<file path="src/rtl/ca_frame_reader.sv">
// Snapshot reader for the cellular-automaton core: captures one generation of q
// and streams it as a header word plus N/W data words over valid/ready.
module ca_frame_reader #(
  parameter int          N      = 512,
  parameter int          W      = 32,
  parameter logic [15:0] MARKER = 16'hA110
) (
  input  logic         clk,
  input  logic         reset,
  input  logic         ca_load,
  input  logic [N-1:0] q_in,
  input  logic         start,
  output logic         out_valid,
  input  logic         out_ready,
  output logic [W-1:0] out_data,
  output logic         out_last,
  output logic         busy,
  output logic         overrun
);

  localparam int BEATS = N / W;
  localparam int BW    = (BEATS > 1) ? $clog2(BEATS) : 1;
  localparam logic [BW-1:0] LAST_BEAT = BW'(BEATS - 1);

  localparam logic [1:0] S_IDLE = 2'd0;
  localparam logic [1:0] S_HDR  = 2'd1;
  localparam logic [1:0] S_DATA = 2'd2;

  logic [1:0]    state_q,   state_d;
  logic [BW-1:0] beat_q,    beat_d;
  logic [15:0]   gen_cnt_q, gen_cnt_d;
  logic [15:0]   hdr_gen_q, hdr_gen_d;
  logic [N-1:0]  shadow_q,  shadow_d;
  logic          overrun_q, overrun_d;
  logic          fire;

  always_comb begin
    state_d   = state_q;
    beat_d    = beat_q;
    hdr_gen_d = hdr_gen_q;
    shadow_d  = shadow_q;
    overrun_d = overrun_q;
    fire      = out_valid & out_ready;

    // Counter tracks the generation currently on q_in; the core is never stalled.
    if (ca_load)
      gen_cnt_d = '0;
    else if (gen_cnt_q == 16'hFFFF)
      gen_cnt_d = gen_cnt_q;
    else
      gen_cnt_d = gen_cnt_q + 16'd1;

    case (state_q)
      S_IDLE: begin
        if (start) begin
          shadow_d  = q_in;
          hdr_gen_d = gen_cnt_q;
          state_d   = S_HDR;
        end
      end
      S_HDR: begin
        if (start) overrun_d = 1'b1;
        if (fire) begin
          state_d = S_DATA;
          beat_d  = '0;
        end
      end
      S_DATA: begin
        if (start) overrun_d = 1'b1;
        if (fire) begin
          if (beat_q == LAST_BEAT)
            state_d = S_IDLE;
          else
            beat_d = beat_q + 1'b1;
        end
      end
      default: state_d = S_IDLE;
    endcase
  end

  // Outputs decode registered state only, so out_ready never reaches out_valid.
  always_comb begin
    out_valid = (state_q == S_HDR) || (state_q == S_DATA);
    busy      = (state_q != S_IDLE);
    overrun   = overrun_q;
    out_last  = (state_q == S_DATA) && (beat_q == LAST_BEAT);
    out_data  = '0;
    if (state_q == S_HDR)
      out_data[31:0] = {MARKER, hdr_gen_q};
    else if (state_q == S_DATA)
      out_data = shadow_q[int'(beat_q)*W +: W];
  end

  always_ff @(posedge clk) begin
    if (reset) begin
      state_q   <= S_IDLE;
      beat_q    <= '0;
      gen_cnt_q <= '0;
      hdr_gen_q <= '0;
      shadow_q  <= '0;
      overrun_q <= 1'b0;
    end else begin
      state_q   <= state_d;
      beat_q    <= beat_d;
      gen_cnt_q <= gen_cnt_d;
      hdr_gen_q <= hdr_gen_d;
      shadow_q  <= shadow_d;
      overrun_q <= overrun_d;
    end
  end

endmodule

</file>
<file path="config.mk">
export PLATFORM = sky130hd
export DESIGN_NAME = ca_frame_reader
export DESIGN_NICKNAME = d
export VERILOG_FILES = /design/src/rtl/ca_frame_reader.sv
export SDC_FILE = /design/constraint.sdc
export NUM_CORES = 1
export LEC_CHECK = 0
export ABC_CLOCK_PERIOD_IN_PS = 3250
export BUFFER_PORTS_ARGS = -buffer_cell sky130_fd_sc_hd__clkbuf_2
export CAP_MARGIN = 20
export CORE_MARGIN = 4
export CORE_UTILIZATION = 50
export CTS_BUF_LIST = sky130_fd_sc_hd__clkbuf_16
export CTS_CLUSTER_SIZE = 8
export DETAILED_ROUTE_END_ITERATION = 10
export PLACE_DENSITY = 0.73
export REMOVE_ABC_BUFFERS = 1
export SLEW_MARGIN = 30
export SYNTH_ARGS = -nofsm -noshare
export SYNTH_HDL_FRONTEND = slang
export SYNTH_SLANG_ARGS = --single-unit
</file>
<file path="constraint.sdc">
create_clock -name clk -period 3.25 [get_ports clk]
set_input_delay 0.975 -clock clk [delete_from_list [all_inputs] [get_ports clk]]
set_output_delay 0.975 -clock clk [all_outputs]
set_load 0.05 [all_outputs]
</file>
==> Word-level counts from Yosys, hierarchy flattened <==
Cells that the tools add are included.
{ "totals": {"register_bits": 551, "in_bits": 517} }
{ "classes": {"muxes": 11, "addsub": 2, "n_eq_ne": 9, "shift": 1, "reduce_logical": 11, "bitwise_logic": 1} }
{ "ops": {"columns": ["op", "count"], "rows": [
  ["512-bit by 10-bit indexed part select with 32-bit output", 1],
  ["32-bit 2-to-1 mux", 2],
  ["16-bit by 1-bit adder with 16-bit output, second input constant", 1],
  ["16-bit equality test, second input constant", 1],
  ["4-bit 2-to-1 mux", 3],
  ["2-bit inequality test, second input constant", 5],
  ["2-bit 2-to-1 mux", 4],
  ["4-bit case mux with 2 select lines", 1],
  ["4-bit AND reduction", 2],
  ["2-bit case mux with 3 select lines", 1],
  ["4-bit by 1-bit adder with 4-bit output, second input constant", 1],
  ["4-bit equality test, second input constant", 1],
  ["2-bit AND reduction", 2],
  ["2-bit nonzero test", 2],
  ["2-bit OR reduction", 2],
  ["2-bit by 1-bit equality test with 1-bit output, second input constant", 1],
  ["2-bit equality test, second input constant", 1],
  ["2-bit zero test", 1],
  ["1-bit bitwise AND", 1],
  ["1-bit logical AND", 1],
  ["1-bit logical OR", 1]
]} }

==> Logic depth before layout (Yosys ltp) <==
{ "logic_depth": {"depth_word": 5, "depth_mapped": 8, "ltp_nobuf": 6} }

==> Worst setup path after synthesis <==
Ideal clock, no wire load.
{ "synth_timing": {"path_type": "reg-to-output", "startpoint": "register beat_q[1]", "endpoint": "output out_data[10]", "stages_incl_launch_ff": 7, "required_time_ns": 2.275, "arrival_ns": 2.369, "setup_slack_ns": -0.094, "path_cell_list": "dfxtp_1 buf_2 buf_2 buf_2 mux4_2 mux2i_1 o21ai_0"} }
{ "synth_via": {"elab_chain_len": 3} }
{ "synth_rtl": {"columns": ["element", "line_no", "rtl"], "rows": [
  ["start: declaration", "30", "logic [BW-1:0] beat_q, beat_d;"],
  ["start signal: assignment", "104", "beat_q <= beat_d;"],
  ["512-bit by 10-bit indexed part select with 32-bit output", "91", "out_data = shadow_q[int'(beat_q)*W +: W];"],
  ["32-bit 2-to-1 mux", "90", "else if (state_q == S_DATA)"],
  ["32-bit 2-to-1 mux", "88", "if (state_q == S_HDR)"],
  ["end: declaration", "15", "output logic [W-1:0] out_data,"]
]} }
No other way between the ends.

==> Worst setup path after layout <==
{ "layout_timing": {"startpoint": "register beat_q[0]", "endpoint": "output out_data[16]"} }
Same word-level chain as after synthesis.

==> reports/metrics.cfg <==
[timing]
finalCritPeriodShare = 1.10
setup_viol = 32
worst_slew_pin_slew_ps = 660
worst_clock_skew_ps = 14.1
rsz0062_at_grt = yes
maxSlewViolCount = 0
layout_min_cycle_time_ps = 3580
setup_ws_ps = -328
max_freq_mhz = 279
slew_headroom = 0.560
finalHoldViolations = 0

[min_path]
worstHoldPathCells = 2
hold_class = flip-flop to flip-flop
holdCritStartpoint = shadow_q[331]

[floorplanning]
io_pins = 553
dieWidth_um = 224
coreArea_um2 = 45800
row_count = 78
die_area_um2 = 50300
initial_utilization = 0.510
die_h_um = 224

[flow_run]
cap_viol_max_count = 0

[grt]
globalRouteTotalUtil = 0.299
grt-ovfl-total = 0
grt_pass1_vias = 22700
grt_max_degree = 141
grt_pass1_wl_um = 120000
antenna_found_initial = 12

[power]
p_per_area_nw_per_um2 = 721
cellLeakagePower_nw = 12.0
max-vdd-ir-drop_mv = 0.515

[clock_network]
clock_path_buffers = 3
hold_buffers = 0
clk_pin_slew_worst_paths_ps = 50
cts.htree.levels = 3
clock_latency_ps = 600
cts_tree = built
cts_buffers = 79
cts_root_buf = clkbuf_16
cts_sinks = 551

[synth]
yosysUniqueCellTypes = 52
yosysTopAreaCellShare = 0.472
synth_area_leaders = dfxtp_1, nand2_1, a21oi_1
ys_async_sr_fraction = 0
syn_avg_cell_area_um2 = 8.24
synth-edff-count = 0
synth_warnings = 0
synth_most_common_cell = nand2_1
synthFlopType = dfxtp_1
synthesis.area_um2 = 23400
synth_cells = 2835
yosysSeqAreaShare = 0.472
yosys-top-cells-count = nand2_1, dfxtp_1, a21oi_1
synth_top_cell_by_area = dfxtp_1
ys_ff_latch = 551

[placement]
dp_slack_ps = 50.2
place_hpwl_um = 53100
placed_area_um2 = 26800
dp_cells = 3827
io_buffers = 552
place_congestion = 0.888

[drt]
drt-wirelength-per-cell_um = 20.0
routed-via-count = 22800
drt_wl_total_um = 79300
viasPerCell = 5.74
drcViolationCount = 0
drtIter0Drc = 2303
ant_nets = 0
drtPass1Iterations = 8

[critical_path]
slowest_stage = mux4_2
cp-startpoint = beat_q[0]
worst_path_largest_cell_delay_ps = 510
worstPathArrival_ps = 2600
endpoint_kind = output port
cp_data_required_time_ps = 2270
path_class = flip-flop to output port
crit_fanout = 6
r2r_start = state_q[0]
r2r_cells = 9
start_kind = flip-flop
crit_path_cell_trace = buf_4 > buf_12 > buf_16 > mux4_2 > and3_1 > a221o_1 > buf_8

[run_status]
violations = negative setup slack
run_status = complete, but fails checks

[layout]
stdcell_area_um2 = 30400
area_growth_pct = 30.0
final_cells = 3973
nets = 3878
nFillCells = 3685
drive_gt1_frac = 0.269

[layer usage]
metal  vias up  part of all wire  wire length (µm)  track usage
met5         -           0.00044                35            0
met4         6             0.053              4190        0.162
met3       278             0.070              5520       0.0594
met2      1026              0.49             39000        0.503
met1     10900              0.39             30600        0.364
li1      10700                 -                 -            -
[cell type report]
cell class	count	area (µm²)	share of cell area
multi-input cells	2041	11700	0.384
clock buffers	81	2030	0.0667
repair buffers	675	4780	0.157
flip-flops and latches	551	11000	0.364
inverters	7	28.8	0.000947
well taps	600	751	0.0247
clock inverters	9	58.8	0.00194
diodes	9	22.5	0.000741
[power breakdown]
group / switching, mW / internal (mW)
registers: 0.579 / 7.83
clock network: 2.82 / 4.36
logic: 3.74 / 2.58
total: 7.14 / 14.8
[state kept, by name, summed over array words and instances, names as in the netlist]
register	flops
shadow_q	512
gen_cnt_q	16
state_q	2
overrun	1
hdr_gen_q	16
beat_q	4
[placed cells by master, fill, tap and decap left out, types with 3 or more instances in the layout]
master / n
dfxtp_1: 546
a221o_1: 12
a21oi_1: 541
nor2b_1: 3
buf_16: 10
a22oi_1: 43
and3_1: 11
mux4_2: 78
clkbuf_8: 8
o21ai_1: 8
buf_4: 52
ha_1: 4
or3_1: 5
a22oi_2: 3
mux2i_4: 3
inv_1: 8
a22o_1: 12
buf_6: 22
inv_6: 4
a31oi_1: 4
clkbuf_2: 518
a32oi_1: 5
nor3_1: 7
dfxtp_4: 4
buf_8: 27
nand2_1: 1070
o21ai_0: 10
buf_12: 35
mux2i_2: 7
diode_2: 9
clkbuf_16: 83
o21ai_2: 12
mux2i_1: 113
nand3_1: 10
nor2_1: 13
nand4_1: 6
a32oi_2: 11
[critical path: cells and delay by family (launching register included)]
kind            cells  cell delay (ps)
mux                 1              510
flops               1              420
buf+inv             4              560
simple gates        1              190
compound gates      1              310
[cells by family after synthesis]
group / count (synthesis) / synth area share
AO/OA/AOI/OAI: 682 / 0.161
XOR/XNOR: 1 / 0.000375
adder cells (fa/ha/maj): 6 / 0.00321
buffers and inverters: 243 / 0.0438
flip-flops: 551 / 0.472
multiplexers: 201 / 0.128
AND/OR/NAND/NOR: 1151 / 0.191
[metrics by stage]
step	hold WS (ps)	power [mW]	utilization	setup TNS (ps)
3_3_place_gp	440	13.7	0.586	0
6_report	450	21.9	0.664	-6690
2_1_floorplan	427	11.1	-	-3773180
5_1_grt	464	23.0	0.664	-9080
3_5_place_dp	444	13.9	0.586	0
4_1_cts	450	21.8	0.656	-8170
[worst paths after layout]
path	endpoint	slack, ps
max	out_data[16]	-330
min	shadow_q[331]	450
max reg2reg	beat_q[3]	830
min reg2reg	shadow_q[331]	450
[timing repair]
action / 4_1_cts / 5_1_grt
pin swaps: 18 / 22
gates resized for setup: 166 / 69
gates cloned: 10 / 2
endpoints found under the setup margin: 33 / 33
setup buffers: 23 / 16
Note: power is estimated with default switching activity, not from simulation.
